--- src/rtl/duart_rx_fifo.sv ---
// Receive holding FIFO for one DUART channel (RHR stack, default depth 3).
// Optional build macro DUART_RX_FFULL_IRQ_EN adds i_FFULL_Sel to steer the interrupt to FFULL.
module duart_rx_fifo #(
  parameter int unsigned DEPTH = 3,
  parameter int unsigned CNT_W = $clog2(DEPTH + 1)
) (
  input  logic             i_Clock,
  input  logic             i_Rst,
  input  logic             i_RX_DV,
  input  logic [7:0]       i_RX_Byte,
  input  logic             i_RX_En,
  input  logic             i_Rd,
  input  logic             i_Flush,
  input  logic             i_Reset_Err,
`ifdef DUART_RX_FFULL_IRQ_EN
  input  logic             i_FFULL_Sel,
`endif
  output logic [7:0]       o_RX_Data,
  output logic             o_RxRDY,
  output logic             o_FFULL,
  output logic             o_Overrun,
  output logic [CNT_W-1:0] o_Count,
  output logic             o_RX_Int
);

  localparam int unsigned PTR_W = (DEPTH > 1) ? $clog2(DEPTH) : 1;
  localparam logic [PTR_W-1:0] LAST_PTR  = PTR_W'(DEPTH - 1);
  localparam logic [CNT_W-1:0] FULL_CNT  = CNT_W'(DEPTH);

  logic [7:0]       mem [DEPTH];
  logic [PTR_W-1:0] wr_ptr;
  logic [PTR_W-1:0] rd_ptr;
  logic [CNT_W-1:0] count;
  logic             overrun;

  logic push;
  logic pop;
  logic is_full;
  logic not_empty;
  logic accept;
  logic overrun_set;

  // A full FIFO still takes a byte if the CPU frees a slot in the same cycle.
  always_comb begin
    not_empty   = (count != '0);
    is_full     = (count == FULL_CNT);
    push        = i_RX_DV & i_RX_En;
    pop         = i_Rd & not_empty;
    accept      = push & (~is_full | pop);
    overrun_set = push & is_full & ~pop & ~i_Flush;
  end

  // Pointers and occupancy; flush wins over any push/pop in the same cycle.
  always_ff @(posedge i_Clock or posedge i_Rst) begin
    if (i_Rst) begin
      wr_ptr <= '0;
      rd_ptr <= '0;
      count  <= '0;
    end else if (i_Flush) begin
      wr_ptr <= '0;
      rd_ptr <= '0;
      count  <= '0;
    end else begin
      if (accept) begin
        wr_ptr <= (wr_ptr == LAST_PTR) ? '0 : wr_ptr + PTR_W'(1);
      end
      if (pop) begin
        rd_ptr <= (rd_ptr == LAST_PTR) ? '0 : rd_ptr + PTR_W'(1);
      end
      if (accept && !pop) begin
        count <= count + CNT_W'(1);
      end else if (pop && !accept) begin
        count <= count - CNT_W'(1);
      end
    end
  end

  // Storage is deliberately not reset; the count gates what is visible.
  always_ff @(posedge i_Clock) begin
    if (accept && !i_Flush) begin
      mem[wr_ptr] <= i_RX_Byte;
    end
  end

  // Sticky overrun; a new overrun in the clearing cycle keeps the flag set.
  always_ff @(posedge i_Clock or posedge i_Rst) begin
    if (i_Rst) begin
      overrun <= 1'b0;
    end else if (overrun_set) begin
      overrun <= 1'b1;
    end else if (i_Reset_Err) begin
      overrun <= 1'b0;
    end
  end

  always_comb begin
    o_RX_Data = not_empty ? mem[rd_ptr] : 8'h00;
    o_RxRDY   = not_empty;
    o_FFULL   = is_full;
    o_Count   = count;
    o_Overrun = overrun;
`ifdef DUART_RX_FFULL_IRQ_EN
    o_RX_Int  = i_FFULL_Sel ? is_full : not_empty;
`else
    o_RX_Int  = not_empty;
`endif
  end

endmodule

--- config.mk ---
export PLATFORM = sky130hd
export DESIGN_NAME = duart_rx_fifo
export DESIGN_NICKNAME = d
export VERILOG_FILES = /design/src/rtl/duart_rx_fifo.sv
export SDC_FILE = /design/constraint.sdc
export NUM_CORES = 1
export LEC_CHECK = 0
export CORE_MARGIN = 3
export CORE_UTILIZATION = 41
export CTS_BUF_LIST = sky130_fd_sc_hd__clkbuf_8
export DETAILED_ROUTE_END_ITERATION = 16
export GPL_TIMING_DRIVEN = 0
export PLACE_DENSITY = 0.69
export REMOVE_ABC_BUFFERS = 1
export SLEW_MARGIN = 40
export SYNTH_ARGS = -nofsm -noshare
export SYNTH_HDL_FRONTEND = slang
export SYNTH_SLANG_ARGS = --single-unit
--- constraint.sdc ---
create_clock -name i_Clock -period 2 [get_ports i_Clock]
set_input_delay 0.6 -clock i_Clock [delete_from_list [all_inputs] [get_ports i_Clock]]
set_output_delay 0.6 -clock i_Clock [all_outputs]
set_load 0.1 [all_outputs]
After elaboration in Yosys (flattened, before gate mapping). Memories as Yosys holds them, arrays and structs flattened. Cells that the tools add are included.

Register bits: 7. RAM bits: 24. Input bits: 15. Output and inout port bits: 14. Word-level logic and storage cells: 47. Memories kept: 1.

Memories: mem (depth 3, width 8, read ports 1, clocked after Yosys merged registers in 0, wr ports 1, line 30) `logic [7:0] mem [DEPTH];`.

$add $sub $neg: 4. Equal/unequal tests: 3. Muxes and demuxes: 14. Bitwise operators: 10. Reduce and logical (&&, ||, !) cells: 11.

Operator list (count): $mux 2 (9); $mux 8 (1); $reduce_bool 2->1 (4); $add 2x1->2 const B (3); $and 1x1->1 (6); $eq 2x2->1 const B (3); $mux 1 (4); $logic_and 1x1->1 (3); $logic_not 1->1 (3); $not 1->1 (3); $reduce_bool 3->1 (1); $sub 2x1->2 const B (1); $or 1x1->1 (1).

Longest topological paths before layout. Gate-level depths: netlist of the first run.

Depth in word-level cells: 9. Depth in mapped cells: 4.

Worst setup path after synthesis of the first run. OpenSTA, ideal clock, no wires.

Path type: register to output. Start point: register count[1], in the netlist o_Count[1]. End point: output port o_RX_Data[0]. Data arrival time: 2632 ps. Required time: 1400 ps. Path slack: -1232 ps. Stages on the path, launching flop included: 3. Buffers on the path: 0. Cells stage by stage: dfrtp_1 -> nor2_1 -> nor2_1.

Longest elaborated chain between the ends: 2.

Ends and longest elaborated chain: start, declared (line 33) `logic [CNT_W-1:0] count;`; start signal, assigned (line 71) `count <= count + CNT_W'(1);`; start signal, assigned (line 73) `count <= count - CNT_W'(1);`; $reduce_bool 2->1 (line 45) `not_empty = (count != '0);`; $mux 8 (line 97) `o_RX_Data = not_empty ? mem[rd_ptr] : 8'h00;`; end, declared (line 18) `output logic [7:0] o_RX_Data,`.

Every way passes these cells.

Worst setup path in the final report of the first run.
Start point: register rd_ptr[0]. End point: output port o_RX_Data[1].

Longest elaborated chain between the ends: 2.

Ends and longest elaborated chain: start, declared (line 32) `logic [PTR_W-1:0] rd_ptr;`; start signal, assigned (line 68) `rd_ptr <= (rd_ptr == LAST_PTR) ? '0 : rd_ptr + PTR_W'(1);`; $mem_v2 3x8; $mux 8 (line 97).

Every way passes these cells.

==> results of run 1 <==
## synth_stat cells
master	n
o31ai_1	1
nand3b_1	2
o2111ai_1	1
buf_2	2
buf_4	1
xnor2_1	1
o21bai_4	1
and3b_1	1
dfrtp_1	7
o21ai_0	1
nor3_1	1
a21bo_2	1
o21ai_2	1
a21oi_1	2
o32ai_1	1
inv_1	5
mux2i_1	10
mux2_2	8
nor2b_1	3
mux2_1	1
nor2_1	11
edfxtp_1	24
or3_1	1
nand2_1	6
clkbuf_1	1
nor4b_1	1
## repair_timing
| item | CTS | global route |
|---|---|---|
| pin swaps | 2 | 3 |
| hold endpoints to repair | 0 | 0 |
| endpoints found under the setup margin | 35 | 31 |
| gates resized for setup | 32 | 8 |
| hold buffers | 0 | 0 |
| setup buffers | 10 | 0 |
| gates cloned | 0 | 0 |
## flip-flops by register name, indices dropped and copies added (netlist names)
signal,cells
wr_ptr,2
o_Overrun,1
o_Count,2
mem,24
rd_ptr,2
## per-layer routing
layer,track usage,vias to the layer above
met3,0.0553,7
met1,0.179,446
met4,0.0728,0
met5,0,-
met2,0.282,15
li1,-,429
## worst register-to-register path: stages (launching register included)
cell and delay [ns]:
dfrtp_2 0.47, nand2_1 0.17, o21bai_4 0.12, nor4b_4 0.32, buf_4 0.22
## path summary, 6_finish.rpt
check | start | to | slack, ns | depth (start not counted)
worst max-delay path | rd_ptr[0]$_DFFE_PP0P_ | o_RX_Data[1] | -0.10 | 5
worst min-delay path | o_Overrun$_DFFE_PP0P_ | o_Overrun$_DFFE_PP0P_ | 0.52 | 2
worst max register to register | o_Count[1]$_DFFE_PP0P_ | mem[2][4]$_DFFE_PP_ | 0.42 | 4
worst min register to register | o_Overrun$_DFFE_PP0P_ | o_Overrun$_DFFE_PP0P_ | 0.52 | 2
max in group asynchronous | i_Rst | rd_ptr[1]$_DFFE_PP0P_ | 1.19 | 2
min in group asynchronous | i_Rst | o_Overrun$_DFFE_PP0P_ | 0.56 | 2
## cell families (layout without fill, tap and decap cells)
kind of cell,after synthesis,count (layout),synth area share
flops,31,31,0.664
simple gates,26,26,0.0936
mux,19,19,0.149
compound gates,9,9,0.0575
buf+inv,9,52,0.0297
xor+xnor,1,1,0.00649
## cell type report
| class | instances | area [sq um] |
|---|---|---|
| fill | 264 | 1200 |
| sequential | 31 | 901 |
| multi-input combinational | 55 | 463 |
| timing repair buffer | 39 | 378 |
| clock buffer | 6 | 82.6 |
| tap | 44 | 55.1 |
| inverter | 5 | 18.8 |
| clock inverter | 2 | 8.76 |
## through the flow
stage	hold WS, ns	utilization	setup slack (ns)	std cells	setup TNS [ns]
5_1_grt	0.569	0.615	-0.186	182	-1.31
3_3_place_gp	0.511	0.536	-1.41	163	-26.90
3_5_place_dp	0.524	0.518	-0.698	164	-14.03
2_1_floorplan	0.403	-	-1.23	91	-17.05
4_1_cts	0.534	0.607	-0.0966	182	-0.726
6_report	0.524	0.615	-0.103	182	-0.722
## report_power, final
group,switching [mW],internal [mW]
combinational,0.158,0.0940
clock,0.218,0.272
sequential,0.0110,0.709
==> results.toml, run 1 <==
[worst_setup_path]
crit_type = "reg2out"
critPathCaptureType = "output pin"
crit_arrival_ns = 1.50
critPathBufInv = 2
critPathTopFamily = "flip-flops"
critPathLaunchType = "register"
crit_top_cell = "buf_6"
slowest_stage = "dfrtp_2"
max_stage_delay_ns = 0.42
crit_required_ns = 1.40
cp_max_fo = 4
crit_chain = "buf_6 > mux2_4 > mux2i_1 > nor2_1 > buf_6"

[timing]
grt_setup_unrepaired = "yes"
period_share = 1.05
finalSetupViolations = 8
post-route-min-period_ns = 2.10
fin_ws_ns = -0.103
relSlewSlack = 0.675
worst_slew_pin_slew_ns = 0.491
finalHoldViolations = 0
timing.fmax_mhz = 475
finClkSkew_ns = 0.00596
drv_slew = 0

[synthesis]
synth_area_leaders = "edfxtp_1 (53%), dfrtp_1 (13%), mux2i_1 (7.4%)"
synthesis.area_sq_um = 1350
netlist-cell-type-count = 26
syn-instance-count = 95
syn_area_per_cell_sq_um = 14.2
yosys_warnings = 0
synth_largest_area_cell = "edfxtp_1"
ys_seq_area_frac = 0.664
synth_top_area_frac = 0.534
ys_ff_latch = 31

[drt]
via_per_inst = 4.93
post_drt_wl_per_cell_um = 15.6
wl_met1_um = 1110
ant_nets = 0
drc = 0
dr_wl_met3_um = 109
routed-via-count = 897
dr.pass1.iters = 3
top_layer = "met4"
wl_met2_um = 1570
dr.first_iter.drc_count = 34
routed_wl_um = 2840

[placed_design]
portBuffers = 28
placed_area_sq_um = 1610
gp_congestion = 0.759
place_hpwl_um = 1790

[floorplan]
io_pins = 29
dieWidth_um = 63.4
die_area_sq_um = 4020
rows = 20
die_y_um = 63.4
core-area_sq_um = 3100
start_util = 0.435

[grt]
grt_antenna_before_repair = 0
grt_max_degree = 12
grt_pass1_vias = 972
grt_use_total = 0.163
globalRoute.totalOverflow = 0
grt_pass1_wl_um = 4850

[final_layout]
diodes = 0
nets = 152
layout_commonest_cell = "edfxtp_1"
layout_common_cells = "edfxtp_1 (24), clkdlybuf4s50_1 (11), buf_4 (11)"
design_area_sq_um = 1910
drive_gt1_frac = 0.384
syn_to_final_growth_pct = 41.2

[clocking]
clk_path_buf_depth = 2
cts_root_buffer = "clkbuf_8"
clkTransAtPathRegs_ns = 0.06
cts.sinks = 31
cts_tree = "yes"
h-tree-depth = 2
insertion_delay_ns = 0.28
cts_buffers = 5

[outcome]
violations = "setup timing"
status = "finished, violations left"

[power]
p_per_area_nw_per_um2 = 767
peakVddDrop_mv = 0.513
leakage_nw = 0.758
finalPower_mw = 1.46

[job]
max_cap_viol_count = 0

[worst_hold_path]
hold_class = "reg2reg"
Power figures use the tool's default switching activity.
==> run 2, diff against run 1 <==
--- a/config.mk
+++ b/config.mk
@@ -5,12 +5,13 @@
 export SDC_FILE = /design/constraint.sdc
 export NUM_CORES = 1
 export LEC_CHECK = 0
-export CORE_MARGIN = 3
+export CORE_MARGIN = 1.5
 export CORE_UTILIZATION = 41
 export CTS_BUF_LIST = sky130_fd_sc_hd__clkbuf_8
 export DETAILED_ROUTE_END_ITERATION = 16
+export DONT_BUFFER_PORTS = 1
 export GPL_TIMING_DRIVEN = 0
-export PLACE_DENSITY = 0.69
+export PLACE_DENSITY = 0.57
 export REMOVE_ABC_BUFFERS = 1
 export SLEW_MARGIN = 40
 export SYNTH_ARGS = -nofsm -noshare
==> run 2 against run 1 <==
  * The flow still finishes with violations (setup timing)
  * First-iteration DRC count decreased by 56%
  * Register-to-register slack lost 0.44 ns
  * Worst hold slack got worse by 0.38 ns
  * Via count shrank 15%
  * Clock-buffer cell count fell by 1
  * Critical path type unchanged
  * Critical endpoint is now o_RX_Data[6]
==> results.toml, run 2 (synthesis results as in run 1) <==
[outcome]
status = "finished, violations left"
violations = "setup timing"

[timing]
fin_ws_ns = -0.294
timing.fmax_mhz = 436
grt_setup_unrepaired = "yes"
drv_slew = 0
finClkSkew_ns = 0.00565
finalHoldViolations = 0
post-route-min-period_ns = 2.29
period_share = 1.15
worst_slew_pin_slew_ns = 0.620
relSlewSlack = 0.585
finalSetupViolations = 15
worst_hold_slack_ns = 0.142

[placed_design]
place_ws_ns = -0.261
place_hpwl_um = 1550
gp_congestion = 0.759
portBuffers = 0

[job]
max_cap_viol_count = 0

[worst_setup_path]
critPathBufInv = 1
r2r-end = "mem[2][4]$_DFFE_PP_"
crit_required_ns = 1.40
cp_max_fo = 8
crit_type = "reg2out"
critPathTopFamily = "flip-flops"
rr_startpoint = "o_Count[1]$_DFFE_PP0P_"
ff2ff_setup_slack_ns = -0.02
crit_top_cell = "nor2_4"
max_stage_delay_ns = 0.66
crit_arrival_ns = 1.69
critPathLaunchType = "register"
reg2regPathDepth = 5
critPathCaptureType = "output pin"
crit_chain = "nor2_4 > buf_12 > nor2_4"
slowest_stage = "dfrtp_4"

[drt]
routed-via-count = 766
routed_wl_um = 2320
dr.pass1.iters = 4
post_drt_wl_per_cell_um = 15.6
via_per_inst = 5.14
drc = 0
ant_nets = 0
dr.first_iter.drc_count = 15

[floorplan]
start_util = 0.435
core-area_sq_um = 3100
die_y_um = 60.4
io_pins = 29
dieWidth_um = 60.4
rows = 20
die_area_sq_um = 3650

[final_layout]
layout_commonest_cell = "edfxtp_1"
drive_gt1_frac = 0.410
layout_common_cells = "edfxtp_1 (24), mux2i_1 (10), nor2_4 (9)"
largest_register = "mem"
syn_to_final_growth_pct = 22.8
post-route-util = 0.534
nets = 119
largest_reg_flops = 24
diodes = 0

[grt]
grt_pass1_wl_um = 3660
grt_use_total = 0.149
grt_pass1_vias = 790
globalRoute.totalOverflow = 0
grt_max_degree = 12
grt_antenna_before_repair = 0

[clocking]
hold_buffers = 0
cts.sinks = 31
clk_path_buf_depth = 2
clkTransAtPathRegs_ns = 0.06
h-tree-depth = 2
cts_root_buffer = "clkbuf_8"
cts_tree = "yes"
insertion_delay_ns = 0.28
cts_buffers = 5

[power]
peakVddDrop_mv = 0.376
finalPower_mw = 1.51
p_per_area_nw_per_um2 = 910
leakage_nw = 0.554

[worst_hold_path]
hold_class = "in2async"
==> run 2: cell types whose count changed in the layout (fill, tap and decap cells not counted), moves of 3 or more <==
cell / previous run / this run
buf_4: 11 / 1
buf_6: 10 / 2
clkdlybuf4s50_1: 11 / 0
dlymetal6s2s_1: 3 / 0
inv_1: 6 / 3
nor2_1: 9 / 1
nor2_4: 2 / 9
==> run 2: how the worst max path moves through the flow <==
stage	from	cells after the start	endpoint	slack, ns
after detailed placement	o_Count[0]$_DFFE_PP0P_	2	o_FFULL	-0.26
after CTS	o_Count[1]$_DFFE_PP0P_	3	o_RX_Data[6]	-0.31
after global routing	o_Count[1]$_DFFE_PP0P_	3	o_RX_Data[6]	-0.35
after floorplan	o_Count[1]$_DFFE_PP0P_	2	o_RX_Data[0]	-1.23
after global placement	o_Count[1]$_DFFE_PP0P_	2	o_RX_Data[6]	-1.48
final	o_Count[1]$_DFFE_PP0P_	3	o_RX_Data[6]	-0.29
==> run 2: layout make-up <==
cell class / count / area (sq um)
tap: 44 / 55.1
fill: 278 / 1450
timing repair buffer: 6 / 60.1
inverter: 5 / 35.0
multi-input combinational: 55 / 493
sequential: 31 / 907
clock inverter: 3 / 38.8
clock buffer: 5 / 68.8
==> run 2: power breakdown <==
part / internal [mW] / total, mW / switching (mW)
clock: 0.364 / 0.592 / 0.228
combinational: 0.0496 / 0.181 / 0.132
sequential: 0.710 / 0.736 / 0.0255
==> run 2: repair_timing <==
item,CTS,global route
resized for setup,11,1
buffers inserted,3,1
pin swaps,9,0
endpoints found under the setup margin,31,15
==> run 2: through the flow <==
stage	instances	area [sq um]	TNS, ns
after detailed placement	137	1470	-2.83
after floorplan	91	1330	-17.05
after global placement	135	1380	-29.64
after CTS	148	1650	-2.88
final	149	1660	-2.77
after global routing	149	1660	-3.80
==> run 2: metal layers <==
layer  vias up  GRT usage  routed length [um]
li1        360          -                   -
met1       381      0.158                 910
met2        18      0.242                1200
met3         7     0.0682                 149
met4         0     0.0921                  58
met5         -          0                   0
